<file path="config.mk">
export PLATFORM = sky130hd
export DESIGN_NAME = fifo_byte_packer
export DESIGN_NICKNAME = d
export VERILOG_FILES = /design/src/rtl/fifo_byte_packer_pkg.sv /design/src/rtl/fifo_lw_store.sv /design/src/rtl/fifo_byte_packer.sv
export SDC_FILE = /design/constraint.sdc
export NUM_CORES = 1
export LEC_CHECK = 0
export ABC_AREA = 1
export BUFFER_PORTS_ARGS = -buffer_cell sky130_fd_sc_hd__buf_2
export CORE_MARGIN = 4
export CORE_UTILIZATION = 45
export CTS_CLUSTER_SIZE = 40
export DETAILED_ROUTE_END_ITERATION = 10
export PLACE_DENSITY = 0.58
export SYNTH_ARGS = -nofsm -noshare
export SYNTH_HDL_FRONTEND = slang
export SYNTH_SLANG_ARGS = --single-unit
</file>
<file path="constraint.sdc">
create_clock -name CLK -period 3.6 [get_ports CLK]
set_input_delay 0 -clock CLK [delete_from_list [all_inputs] [get_ports CLK]]
set_output_delay 0 -clock CLK [all_outputs]
set_load 0.05 [all_outputs]
</file>
<file path="src/rtl/fifo_byte_packer_pkg.sv">
// Shared constants, entry layout and small helpers for the byte-packing FIFO.
package fifo_byte_packer_pkg;

   localparam int FIFO_DEPTH = 8;
   localparam int FIFO_AW    = 3;
   localparam int LW_W       = 32;
   localparam int BV_W       = 4;
   localparam int ENTRY_W    = LW_W + BV_W;

   // Byte-lane indices: lane 0 is the most significant byte (big-endian).
   localparam logic [1:0] LANE_0 = 2'd0;
   localparam logic [1:0] LANE_1 = 2'd1;
   localparam logic [1:0] LANE_2 = 2'd2;
   localparam logic [1:0] LANE_3 = 2'd3;

   // Byte-valid masks for 1..4 bytes held; bit 3 covers bits 31:24.
   localparam logic [3:0] BV_1 = 4'b1000;
   localparam logic [3:0] BV_2 = 4'b1100;
   localparam logic [3:0] BV_3 = 4'b1110;
   localparam logic [3:0] BV_4 = 4'b1111;

   typedef struct packed {
      logic [BV_W-1:0] bv;
      logic [LW_W-1:0] data;
   } lw_entry_t;

   // Byte-valid mask for a partial longword holding n bytes.
   function automatic logic [3:0] bv_for_count(input logic [1:0] n);
      logic [3:0] bv;
      case (n)
         2'd1:    bv = BV_1;
         2'd2:    bv = BV_2;
         2'd3:    bv = BV_3;
         default: bv = 4'b0000;
      endcase
      return bv;
   endfunction

   // 3-bit enable counter step, wraps modulo 8.
   function automatic logic [FIFO_AW-1:0] ptr_next(input logic [FIFO_AW-1:0] p,
                                                   input logic en);
      logic [FIFO_AW-1:0] n;
      if (en) begin
         n = p + 3'd1;
      end else begin
         n = p;
      end
      return n;
   endfunction

   // Place a byte into the selected big-endian lane of a longword.
   function automatic logic [LW_W-1:0] lane_insert(input logic [LW_W-1:0] w,
                                                   input logic [1:0] lane,
                                                   input logic [7:0] b);
      logic [LW_W-1:0] r;
      r = w;
      case (lane)
         LANE_0:  r[31:24] = b;
         LANE_1:  r[23:16] = b;
         LANE_2:  r[15:8]  = b;
         LANE_3:  r[7:0]   = b;
         default: r = w;
      endcase
      return r;
   endfunction

endpackage

</file>
<file path="src/rtl/fifo_lw_store.sv">
// 8 x 36 longword storage: synchronous write port, asynchronous read port.
module fifo_lw_store
   import fifo_byte_packer_pkg::*;
#(
   parameter int DEPTH = FIFO_DEPTH,
   parameter int AW    = FIFO_AW,
   parameter int W     = ENTRY_W
) (
   input  logic          clk,
   input  logic          we,
   input  logic [AW-1:0] waddr,
   input  logic [W-1:0]  wdata,
   input  logic [AW-1:0] raddr,
   output logic [W-1:0]  rdata
);

   logic [W-1:0] mem_q [DEPTH];

   // Write the committed entry; contents need no reset since EMPTY masks them.
   always_ff @(posedge clk) begin
      if (we) begin
         mem_q[waddr] <= wdata;
      end
   end

   assign rdata = mem_q[raddr];

endmodule

</file>
<file path="src/rtl/fifo_byte_packer.sv">
// Packs SCSI bytes big-endian into longwords and presents them FWFT to the DMA master.
module fifo_byte_packer
   import fifo_byte_packer_pkg::*;
#(
   parameter int DEPTH = 8,
   parameter int AW    = 3
) (
   input  logic        CLK,
   input  logic        RST,
   input  logic        BYTE_WR,
   input  logic [7:0]  BYTE_IN,
   output logic        BYTE_RDY,
   input  logic        FLUSH,
   output logic        FLUSH_DONE,
   input  logic        LW_RD,
   output logic [31:0] RD_DATA,
   output logic [3:0]  RD_BV,
   output logic        EMPTY,
   output logic        FULL,
   output logic [3:0]  LEVEL,
   output logic        OVR
);

   localparam logic [3:0] LEVEL_FULL = 4'(DEPTH);

   logic [1:0]    bp_q, bp_d;
   logic [31:0]   asm_q, asm_d;
   logic [AW-1:0] wptr_q, wptr_d;
   logic [AW-1:0] rptr_q, rptr_d;
   logic [3:0]    level_q, level_d;
   logic          ovr_q, ovr_d;
   logic          flush_pend_q, flush_pend_d;
   logic          flush_done_q, flush_done_d;

   logic          empty;
   logic          full;
   logic          byte_rdy;
   logic          byte_acc;
   logic          pop;
   logic          commit;
   logic          word_done;
   logic [1:0]    bp_next;
   logic [31:0]   packed_word;
   lw_entry_t     wr_entry;
   lw_entry_t     rd_entry;

   // Flags come only from registered state so they never loop back through the inputs.
   assign empty    = (level_q == 4'd0);
   assign full     = (level_q == LEVEL_FULL);
   assign byte_rdy = ~(full & (bp_q == LANE_3)) & ~flush_pend_q;

   // Packing, commit/flush decisions and next-state for pointers, LEVEL and flags.
   always_comb begin
      byte_acc     = BYTE_WR & byte_rdy;
      pop          = LW_RD & ~empty;
      packed_word  = asm_q;
      bp_next      = bp_q;
      word_done    = 1'b0;
      commit       = 1'b0;
      wr_entry.bv  = BV_4;
      wr_entry.data = 32'd0;
      bp_d         = bp_q;
      asm_d        = asm_q;
      flush_pend_d = flush_pend_q;
      flush_done_d = 1'b0;
      level_d      = level_q;

      if (byte_acc) begin
         packed_word = lane_insert(asm_q, bp_q, BYTE_IN);
         bp_next     = bp_q + 2'd1;
         word_done   = (bp_q == LANE_3);
      end else begin
         packed_word = asm_q;
         bp_next     = bp_q;
      end

      wr_entry.data = packed_word;
      bp_d          = bp_next;
      asm_d         = packed_word;

      // A completed longword commits with all four lanes valid.
      if (word_done) begin
         commit = 1'b1;
         asm_d  = 32'd0;
      end else begin
         commit = 1'b0;
      end

      // Flush (new or held): nothing partial -> no-op, else commit once a slot is free.
      if (FLUSH | flush_pend_q) begin
         if (bp_next == LANE_0) begin
            flush_done_d = 1'b1;
            flush_pend_d = 1'b0;
         end else if (~full | pop) begin
            commit       = 1'b1;
            wr_entry.bv  = bv_for_count(bp_next);
            bp_d         = LANE_0;
            asm_d        = 32'd0;
            flush_done_d = 1'b1;
            flush_pend_d = 1'b0;
         end else begin
            flush_pend_d = 1'b1;
         end
      end else begin
         flush_pend_d = flush_pend_q;
      end

      case ({commit, pop})
         2'b10:   level_d = level_q + 4'd1;
         2'b01:   level_d = level_q - 4'd1;
         default: level_d = level_q;
      endcase
   end

   assign ovr_d  = ovr_q | (BYTE_WR & ~byte_rdy);
   assign wptr_d = ptr_next(wptr_q, commit);
   assign rptr_d = ptr_next(rptr_q, pop);

   // State register with synchronous reset that discards entries, partial word and pending flush.
   always_ff @(posedge CLK) begin
      if (RST) begin
         bp_q         <= 2'd0;
         asm_q        <= 32'd0;
         wptr_q       <= '0;
         rptr_q       <= '0;
         level_q      <= 4'd0;
         ovr_q        <= 1'b0;
         flush_pend_q <= 1'b0;
         flush_done_q <= 1'b0;
      end else begin
         bp_q         <= bp_d;
         asm_q        <= asm_d;
         wptr_q       <= wptr_d;
         rptr_q       <= rptr_d;
         level_q      <= level_d;
         ovr_q        <= ovr_d;
         flush_pend_q <= flush_pend_d;
         flush_done_q <= flush_done_d;
      end
   end

   fifo_lw_store #(
      .DEPTH (DEPTH),
      .AW    (AW),
      .W     (ENTRY_W)
   ) u_store (
      .clk   (CLK),
      .we    (commit),
      .waddr (wptr_q),
      .wdata (wr_entry),
      .raddr (rptr_q),
      .rdata (rd_entry)
   );

   // Head entry is forced to zero while empty so reset shows RD_DATA=0, RD_BV=0.
   assign RD_DATA    = empty ? 32'd0 : rd_entry.data;
   assign RD_BV      = empty ? 4'd0  : rd_entry.bv;
   assign EMPTY      = empty;
   assign FULL       = full;
   assign LEVEL      = level_q;
   assign BYTE_RDY   = byte_rdy;
   assign FLUSH_DONE = flush_done_q;
   assign OVR        = ovr_q;

endmodule

</file>
After elaboration in Yosys (flattened, before gate mapping). Memory sizes are Yosys's and may differ from the RTL's. A register that Yosys moved wholly into a read port is not among the register bits. Index checks and enable logic that the tools add are counted.

Logic and storage cells: 75. Output and inout bits: 45. Memories kept: 1. Register bits after elaboration: 47. Memory bits (writable): 288.

Memories: u_store.mem_q (words 8, bits a word 36, rd ports 1, clocked after Yosys merged registers in 1, write ports 1, RTL line fifo_lw_store.sv:17) `logic [W-1:0] mem_q [DEPTH];`.

Bitwise logic cells: 14. Multiplexer cells: 33. Add/sub/neg operators: 5. Reductions and logical operators: 5. Equality and inequality tests: 9.

Operators by type and width (count): 32-bit 2-to-1 mux (6); 8-bit 2-to-1 mux (4); 4-bit 2-to-1 mux (4); 4-bit one-hot mux with 3 select lines (1); 1-bit 2-to-1 mux (11); 2-bit equality test, second input constant (5); 2-bit 2-to-1 mux (4); 4-bit one-hot mux with 2 select lines (1); 3-bit by 1-bit adder with 3-bit output, second input constant (2); 2-bit by 1-bit equality test with 1-bit output, second input constant (3); 3-bit 2-to-1 mux (2); 1-bit NOT (6); 1-bit bitwise AND (5); 4-bit by 1-bit adder with 4-bit output, second input constant (1); 4-bit equality test, second input constant (1); 2-bit zero test (2); 4-bit zero test (1); 4-bit by 1-bit subtractor with 4-bit output, second input constant (1); 1-bit OR (3); 2-bit by 1-bit adder with 2-bit output, second input constant (1); 2-bit nonzero test (1); 2-bit OR reduction (1).

Logic depth before layout (Yosys ltp). Gate-level depths: netlist of run 1.

Depth in word-level cells: 12. Gate-level depth with buffers: 17. Mapped depth without buffers: 17.

Hierarchy. From an unflattened synthesis of run 1, not the netlist that was laid out.

Cell total of the unflattened synthesis: 1655. Area total of the unflattened synthesis: 15307.2 um2.

By module, submodules not included: fifo_lw_store (area each 12560.8 um2, times used 1, seq. area each 8648.3 um2, cells each 1261); fifo_byte_packer (area each 2746.4 um2, times used 1, seq. area each 940.9 um2, cells each 394).

Worst setup path before layout of run 1. No wires, ideal clock.

Path type: register to register. Start point: reg level_q[0], in the netlist LEVEL[0]. End point: mem u_store.mem_q[1][0] (netlist name), enable pin. Data required time: 3171 ps. Stages on the path, launching flop included: 9. Data arrival time: 3497 ps. Slack: -326 ps. Clock period less this slack: 3926 ps. Library setup time: 429 ps. Buffers on the path: 0. Path through: dfxtp_1 > nor2_4 > nand3_4 > nand2_1 > inv_1 > nand3_2 > nand2_8 > nand2_1 > nor2_1.

Cells in the longest elaborated chain, start to end: 12. Elaborated cells on any way between the ends: 19. Those cells by class: 1 x eq/ne; 8 x mux; 8 x bitwise; 2 x reduce/logical.

RTL lines: start: declaration (RTL line fifo_byte_packer.sv:30) `logic [3:0] level_q, level_d;`; start signal: assignment (RTL line fifo_byte_packer.sv:135) `level_q <= level_d;`; 4-bit equality test * (RTL line fifo_byte_packer.sv:49) `assign full = (level_q == LEVEL_FULL);`; 1-bit bitwise AND * (RTL line fifo_byte_packer.sv:50) `assign byte_rdy = ~(full & (bp_q == LANE_3)) & ~flush_pend_q;`; 1-bit NOT * (RTL line fifo_byte_packer.sv:50); 1-bit bitwise AND * (RTL line fifo_byte_packer.sv:50); via BYTE_RDY (RTL line fifo_byte_packer.sv:12) `output logic BYTE_RDY,`; 1-bit bitwise AND * (RTL line fifo_byte_packer.sv:54) `byte_acc = BYTE_WR & byte_rdy;`; 1-bit 2-to-1 mux (RTL line fifo_byte_packer.sv:68) `if (byte_acc) begin`; 1-bit 2-to-1 mux (RTL line fifo_byte_packer.sv:82) `if (word_done) begin`; 1-bit 2-to-1 mux (RTL line fifo_byte_packer.sv:94) `end else if (~full | pop) begin`; 1-bit 2-to-1 mux (RTL line fifo_byte_packer.sv:91) `if (bp_next == LANE_0) begin`; 1-bit 2-to-1 mux * (RTL line fifo_byte_packer.sv:90) `if (FLUSH | flush_pend_q) begin`; 1-bit 2-to-1 mux * (RTL line fifo_lw_store.sv:21) `if (we) begin`; 1-bit 2-to-1 mux (not written as such) * (RTL line fifo_lw_store.sv:22) `mem_q[waddr] <= wdata;`; end: declaration (RTL line fifo_lw_store.sv:17).

Mark *: on every way through the listed nets, which the timed path passes. The rest lies on a longest branch.

Worst setup path in the final report of run 1.
Start point: reg bp_q[0]. End point: mem u_store.mem_q[5][7] (netlist name), enable pin.

Cells in the longest elaborated chain, start to end: 12. Elaborated cells on any way between the ends: 15. Those cells by class: 1 x add/sub; 1 x eq/ne; 8 x mux; 4 x bitwise; 1 x reduce/logical.

RTL lines: start: declaration (RTL line fifo_byte_packer.sv:26) `logic [1:0] bp_q, bp_d;`; start signal: assignment (RTL line fifo_byte_packer.sv:131) `bp_q <= bp_d;`; 2-bit equality test (RTL line fifo_byte_packer.sv:50, fifo_byte_packer.sv:71); 1-bit bitwise AND (RTL line fifo_byte_packer.sv:50); 1-bit NOT (RTL line fifo_byte_packer.sv:50); 1-bit bitwise AND (RTL line fifo_byte_packer.sv:50); 1-bit bitwise AND (RTL line fifo_byte_packer.sv:54); 1-bit 2-to-1 mux (RTL line fifo_byte_packer.sv:68); 1-bit 2-to-1 mux (RTL line fifo_byte_packer.sv:82); 1-bit 2-to-1 mux (RTL line fifo_byte_packer.sv:94); 1-bit 2-to-1 mux (RTL line fifo_byte_packer.sv:91); 1-bit 2-to-1 mux * (RTL line fifo_byte_packer.sv:90); 1-bit 2-to-1 mux * (RTL line fifo_lw_store.sv:21); 1-bit 2-to-1 mux (not written as such) * (RTL line fifo_lw_store.sv:22).

Mark *: on every way between the ends. The rest lies on a longest branch, timed or not.

==> results.sh, run 1 <==
export IMPL_maxCapViolations=0
export IMPL_rsz0062_at_grt="false"
export IMPL_synth_flop_cell="edfxtp_1"
export IMPL_yosysMostFrequentCell="edfxtp_1"
export IMPL_synth_seq_area_share_pct=70.2
export IMPL_ios=58
export IMPL_clock_latency_ps=500
export IMPL_numClockSinks=338
export IMPL_fmax_mhz=357
export IMPL_grt_pass1_vias=8556
export IMPL_drc_errors=0
export IMPL_crit_fanout=19
export IMPL_peakVddDrop_mv=0.515
export IMPL_antenna_found_initial=0
export IMPL_worstHoldEndpoint="u_store.mem_q[4][22]"
export IMPL_drt_wirelength_per_cell_um=19.3
export IMPL_ys_warnings_count=0
export IMPL_synth_top_cell_area_share_pct=62.9
export IMPL_min_path_cells=4
export IMPL_clock_power_share_pct=30.4
export IMPL_cts_buffers=36
export IMPL_finalCritPeriodShare_pct=77.7
export IMPL_gp_congestion=0.813
export IMPL_startpoint="bp_q[0]"
export IMPL_cts_buffer_depth=3
export IMPL_die_y_um=183
export IMPL_switching_share_pct=37.2
export IMPL_slew_violations=0
export IMPL_holdWs_ps=34.8
export IMPL_final_setup_viol_count=0
export IMPL_skew_ps=14.6
export IMPL_n_antenna_cell=0
export IMPL_crit_arrival_ps=2990
export IMPL_required_ps=3800
export IMPL_max_slew_margin_pct=16.1
export IMPL_clk_pin_slew_worst_paths_ps=60
export IMPL_total_power_mw=11.9
export IMPL_detail_route_antenna_nets=0
export IMPL_synthesis_area_um2=13700
export IMPL_rr_startpoint="bp_q[0]"
export IMPL_routed_wl_mm=31.9
export IMPL_seqCellArea_um2=9650
export IMPL_reg2reg_slack_ps=800
export IMPL_worstSetupStartpointType="flop"
export IMPL_reg2reg_depth=11
export IMPL_synth_area_per_cell_um2=11.9
export IMPL_combPwrFrac_pct=31.8
export IMPL_cts_tree="built"
export IMPL_hp_class="input pin to flop"
export IMPL_syn_to_final_growth_pct=15.4
export IMPL_yosysTopAreaCell="edfxtp_1"
export IMPL_synth_distinct_cells=31
export IMPL_die_x_um=183
export IMPL_grt_pass1_wl_mm=50.0
export IMPL_synth_seq_cells=338
export IMPL_coreArea_um2=29900
export IMPL_timing_final_ws_setup_ps=803
export IMPL_async_flop_share_pct=0
export IMPL_fin_util_pct=53.1
export IMPL_tightest_slew_ps=1240
export IMPL_grt_usage_pct=19.1
export IMPL_status="finished, final reports clean"
export IMPL_num_nets_final=1259
export IMPL_synth_common_cells="edfxtp_1 (288), nor2_1 (247), o21ai_0 (206)"
export IMPL_finalHoldViolCount=0
export IMPL_vias=8758
export IMPL_cp_end_kind="flop"
export IMPL_cts_root_buf="clkbuf_16"
export IMPL_rows=63
export IMPL_dieArea_um2=33400
export IMPL_grt_max_degree=74
export IMPL_detail_route_iter0_violations=802
export IMPL_dr_pass1_iters=6
export IMPL_synth_area_top_cells="edfxtp_1 (63%), o21ai_0 (7.5%), dfxtp_1 (7.3%)"
export IMPL_rr_endpoint="u_store.mem_q[5][7]"
export IMPL_dp_hpwl_mm=19.7
export IMPL_powerDensity_nw_per_um2=753
export IMPL_fin_crit_ps=2800
export IMPL_multi_input_area_um2=3530
export IMPL_fillers=2550
export IMPL_internal_power_mw=7.50
export IMPL_power_switching_mw=4.44
export IMPL_seqPwrFrac_pct=37.7
export IMPL_port_buffers=57
export IMPL_final_layout_size_suffix_gt1_share_pct=17.3
export IMPL_cts_setup_buffers=0
export IMPL_initial_utilization_pct=46.0
export IMPL_leakage_nw=5.48
export IMPL_gr_total_overflow=0
export IMPL_via_per_inst=5.30
export IMPL_min_delay_start="BYTE_IN[6]"
export IMPL_critical_path_class="flop to flop"
export IMPL_ctsHtreeMaxLevel=2
export IMPL_place_ws_ps=799
export IMPL_synth_enable_flop_cells=288
export IMPL_syn_instance_count=1153
worst max-delay path: stages, from the launching register on:
cell and delay (ps):
dfxtp_1 390, inv_1 110, ha_1 300, inv_1 40, nand4_1 120, nand2_4 80
nand2_4 100, nand2_8 90, nand2_8 90, nand2_1 250, nor2_4 600, buf_4 300
metrics by stage:
stage               TNS [ps]  area (µm²)  cells
finish                     0       15900   1653
global route               0       15900   1653
CTS                        0       15900   1653
detailed placement         0       14700   1584
global placement           0       14700   1584
floorplan             -81860       13800   1160
what timing repair did:
item / CTS / global route
endpoints found under the hold margin: 12 / 0
hold buffers: 5 / 0
resized for setup: 0 / 0
power by group through the flow:
stage	Combinational, mW	Clock, mW	Sequential [mW]
2_1_floorplan	2.74	0	4.59
3_3_place_gp	3.82	0	4.59
3_5_place_dp	3.83	0	4.59
4_1_cts	3.85	3.69	4.51
5_1_grt	4.14	3.85	4.52
6_report	3.80	3.64	4.51
placed cells by master (no fill, tap or decap), types with 2 or more instances in the layout:
master         netlist  routed
nand4_1              3       3
dfxtp_1             50      48
xor2_1               3       3
clkinv_2             0       3
edfxtp_1           288     288
clkbuf_1            42      10
nand2_4              2       2
nand3_1              8       8
buf_4                3      36
a31oi_1             36      36
inv_1               69      69
buf_12               3       5
nand2_1             44      44
clkbuf_16            0      37
nor2_4              34      42
dlygate4sd3_1        0       5
ha_1                 9       9
o21ai_0            206     205
bufinv_16            0       4
nor2_2               2       2
nand3_4              2       2
inv_2               15      16
nand2_8              3       3
clkinv_1             2       8
nand2_2              3       3
o22ai_1             36      36
nor2_1             247     239
buf_2               13      57
conb_1               1       8
a21oi_1             18      18
o21ai_1              5       6
metal layers:
layer,track usage [%],wire (µm)
met1,28.8,15200
met2,29.8,14400
met3,2.84,1870
met4,3.78,408
met5,0,0
flip-flops by register name, summed over array words and instances (netlist names), named ones only:
name and flops:
flush_pend_q 1, bp_q 2, OVR 1, rptr_q 3, asm_q 32, wptr_q 3, FLUSH_DONE 1, u_store.mem_q 288
LEVEL 4
cell families (layout without fill, tap and decap cells):
family | count (synthesis) | in the layout | share of synthesized area, %
xor+xnor | 4 | 4 | 0.255
fa+ha+maj | 9 | 9 | 0.820
buf+inv | 151 | 254 | 4.73
simple gates | 349 | 349 | 12.3
compound gates | 301 | 301 | 11.6
flops | 338 | 338 | 70.2
other cells | 1 | 8 | 0.0273
final cells by class:
type | instances | area share [%]
Clock buffer | 48 | 6.16
Multi-Input combinational cell | 671 | 22.2
Tap cell | 390 | 3.08
Timing Repair Buffer | 103 | 4.45
Clock inverter | 16 | 1.09
Inverter | 87 | 2.12
Sequential cell | 338 | 60.9
worst max path at each step:
stage                          end  cells past startpoint
6_report       u_store.mem_q[5][7]                     11
5_1_grt                RD_DATA[10]                      7
4_1_cts                RD_DATA[10]                      7
3_5_place_dp   u_store.mem_q[5][3]                     11
3_3_place_gp   u_store.mem_q[5][2]                     11
2_1_floorplan  u_store.mem_q[1][0]                      8
No activity file was read; power rests on OpenSTA's default activity.
==> run 2, diff against run 1 <==
- PLACE_DENSITY: 0.58 -> 0.61
- clock period: 3.6 -> 2.4 ns (I/O delays scaled with it)
==> run 2 against run 1 <==
  * Sequential share of layout area fell by 1.7 points
  * Clock skew fell by 3.0 ps
  * Critical endpoint is now LEVEL[2]
  * Highest routed layer unchanged
  * Utilization rose by 1.7 points
==> results.sh, run 2 (synthesis gave the netlist of run 1 again) <==
export IMPL_status="finished, final reports clean"
export IMPL_dr_pass1_iters=5
export IMPL_grt_pass1_vias=8844
export IMPL_layout_commonest_cell="edfxtp_1"
export IMPL_coreArea_um2=29900
export IMPL_initial_utilization_pct=46.0
export IMPL_multi_input_area_um2=3660
export IMPL_grt_usage_pct=19.1
export IMPL_seqCellArea_um2=9670
export IMPL_crit_chain="inv_2 > ha_1 > inv_1 > nand4_1 > nand2_4 > nand2_4 > nand2_8 > nand2_8 > clkinv_8 > ha_4 > xor2_4 > ha_2 > a21oi_2 > xnor2_1 > o21ai_1 > inv_1"
export IMPL_slew_violations=0
export IMPL_ios=58
export IMPL_detail_route_antenna_nets=0
export IMPL_final_setup_viol_count=0
export IMPL_port_buffers=57
export IMPL_n_antenna_cell=0
export IMPL_worst_path_largest_cell_delay_ps=370
export IMPL_required_ps=2800
export IMPL_syn_to_final_growth_pct=19.0
export IMPL_grt_max_degree=48
export IMPL_worstSetupStartpointType="flop"
export IMPL_powerDensity_nw_per_um2=1100
export IMPL_fillers=2471
export IMPL_hp_class="input pin to flop"
export IMPL_clk_pin_slew_worst_paths_ps=60
export IMPL_gr_total_overflow=0
export IMPL_final_cell_mix="edfxtp_1 (288), nor2_1 (239), o21ai_0 (205)"
export IMPL_place_ws_ps=-4.66
export IMPL_maxCapViolations=0
export IMPL_dp_hpwl_mm=18.7
export IMPL_antenna_found_initial=0
export IMPL_gp_congestion=0.757
export IMPL_die_y_um=183
export IMPL_cts_root_buf="clkbuf_16"
export IMPL_num_nets_final=1275
export IMPL_die_x_um=183
export IMPL_rows=63
export IMPL_routed_wl_mm=31.8
export IMPL_dp_cells=1592
export IMPL_regMostFlops="u_store.mem_q"
export IMPL_stdcell_area_um2=16400
export IMPL_grt_pass1_wl_mm=50.3
export IMPL_cts_buffers=36
export IMPL_crit_arrival_ps=2720
export IMPL_skew_ps=11.6
export IMPL_finalHoldViolCount=0
export IMPL_placed_area_um2=15000
export IMPL_max_slew_margin_pct=26.1
export IMPL_vias=8854
export IMPL_cp_end_kind="flop"
export IMPL_drc_errors=0
export IMPL_fin_crit_ps=2310
export IMPL_leakage_nw=5.64
export IMPL_timing_final_ws_setup_ps=86.7
export IMPL_largest_reg_flops=288
export IMPL_ctsHtreeMaxLevel=2
export IMPL_final_layout_size_suffix_gt1_share_pct=20.3
export IMPL_via_per_inst=5.30
export IMPL_finalCritPeriodShare_pct=96.4
export IMPL_detail_route_iter0_violations=658
export IMPL_rsz0062_at_grt="true"
export IMPL_fmax_mhz=432
export IMPL_cp_slowest_cell="dfxtp_4"
export IMPL_cts_buffer_depth=3
export IMPL_critical_path_class="flop to flop"
export IMPL_fin_util_pct=54.8
export IMPL_dieArea_um2=33400
export IMPL_cts_tree="built"
export IMPL_numClockSinks=338
export IMPL_peakVddDrop_mv=0.889
export IMPL_drt_wirelength_per_cell_um=19.1
export IMPL_tightest_slew_ps=1100
export IMPL_final_instance_count_excl_fill=1669
export IMPL_clock_latency_ps=510
export IMPL_crit_fanout=4
## run 2: cell types whose count changed in the layout (fill, tap and decap cells not counted), moves of 5 or more
cell,before,now
buf_12,5,20
buf_2,57,46
buf_4,36,44
dfxtp_1,48,42
dfxtp_4,1,6
nand2_4,2,7
## run 2: worst paths after layout
path / startpoint / slack [ps] / depth (start not counted) / to
worst min-delay path: BYTE_IN[2] / 100 / 3 / u_store.mem_q[3][2]
worst max register to register: bp_q[1] / 90 / 16 / LEVEL[2]
worst max-delay path: bp_q[1] / 90 / 16 / LEVEL[2]
worst min register to register: asm_q[6] / 440 / 2 / asm_q[6]
## run 2: what timing repair did
action                                 in CTS  in global routing
buffers inserted                            0                  8
gates cloned                                1                  0
endpoints found under the hold margin      11                  0
pin swaps                                   0                  9
resized for setup                          20                 20
hold buffers                                4                  0
setup endpoints to repair                  30                 48
## run 2: power breakdown
part	leakage [nW]	internal [mW]	switching, mW
combinational	2.04	1.72	4.45
sequential	3.06	6.61	0.153
clock	0.532	2.98	2.14
total	5.64	11.3	6.75
## run 2: per-layer routing
metal	vias up	share of wire [%]	routed length (µm)	global-route usage [%]
li1	4245	-	-	-
met1	4370	45	14200	25.9
met2	196	50	15800	33.0
met3	43	4.0	1280	2.82
met4	0	1.7	535	4.44
met5	-	0	0	0
## run 2: stage by stage
| step | setup TNS, ps | power [mW] | hold slack (ps) |
|---|---|---|---|
| after floorplan | -28.7 | 11.1 | 69.1 |
| after global placement | 0 | 12.8 | 260 |
| after detailed placement | -4.66 | 12.8 | 266 |
| after CTS | 0 | 18.1 | 83.9 |
| after global routing | -53.1 | 19.0 | 121 |
| final | 0 | 18.1 | 100 |
## run 2: layout make-up
type | instances | area share [%]
clock inverter | 19 | 0.665
multi-input combinational | 671 | 22.4
timing repair buffer | 119 | 6.67
sequential | 338 | 59.1
clock buffer | 45 | 5.97
tap | 390 | 2.98
inverter | 87 | 2.20
## run 2: critical path: cells and delay by family, from the launching register on
family,cells,cell delay [ps]
simple gates,5,430
buf+inv,4,220
fa+ha+maj,3,660
flops,1,370
compound gates,2,270
xor+xnor,2,260
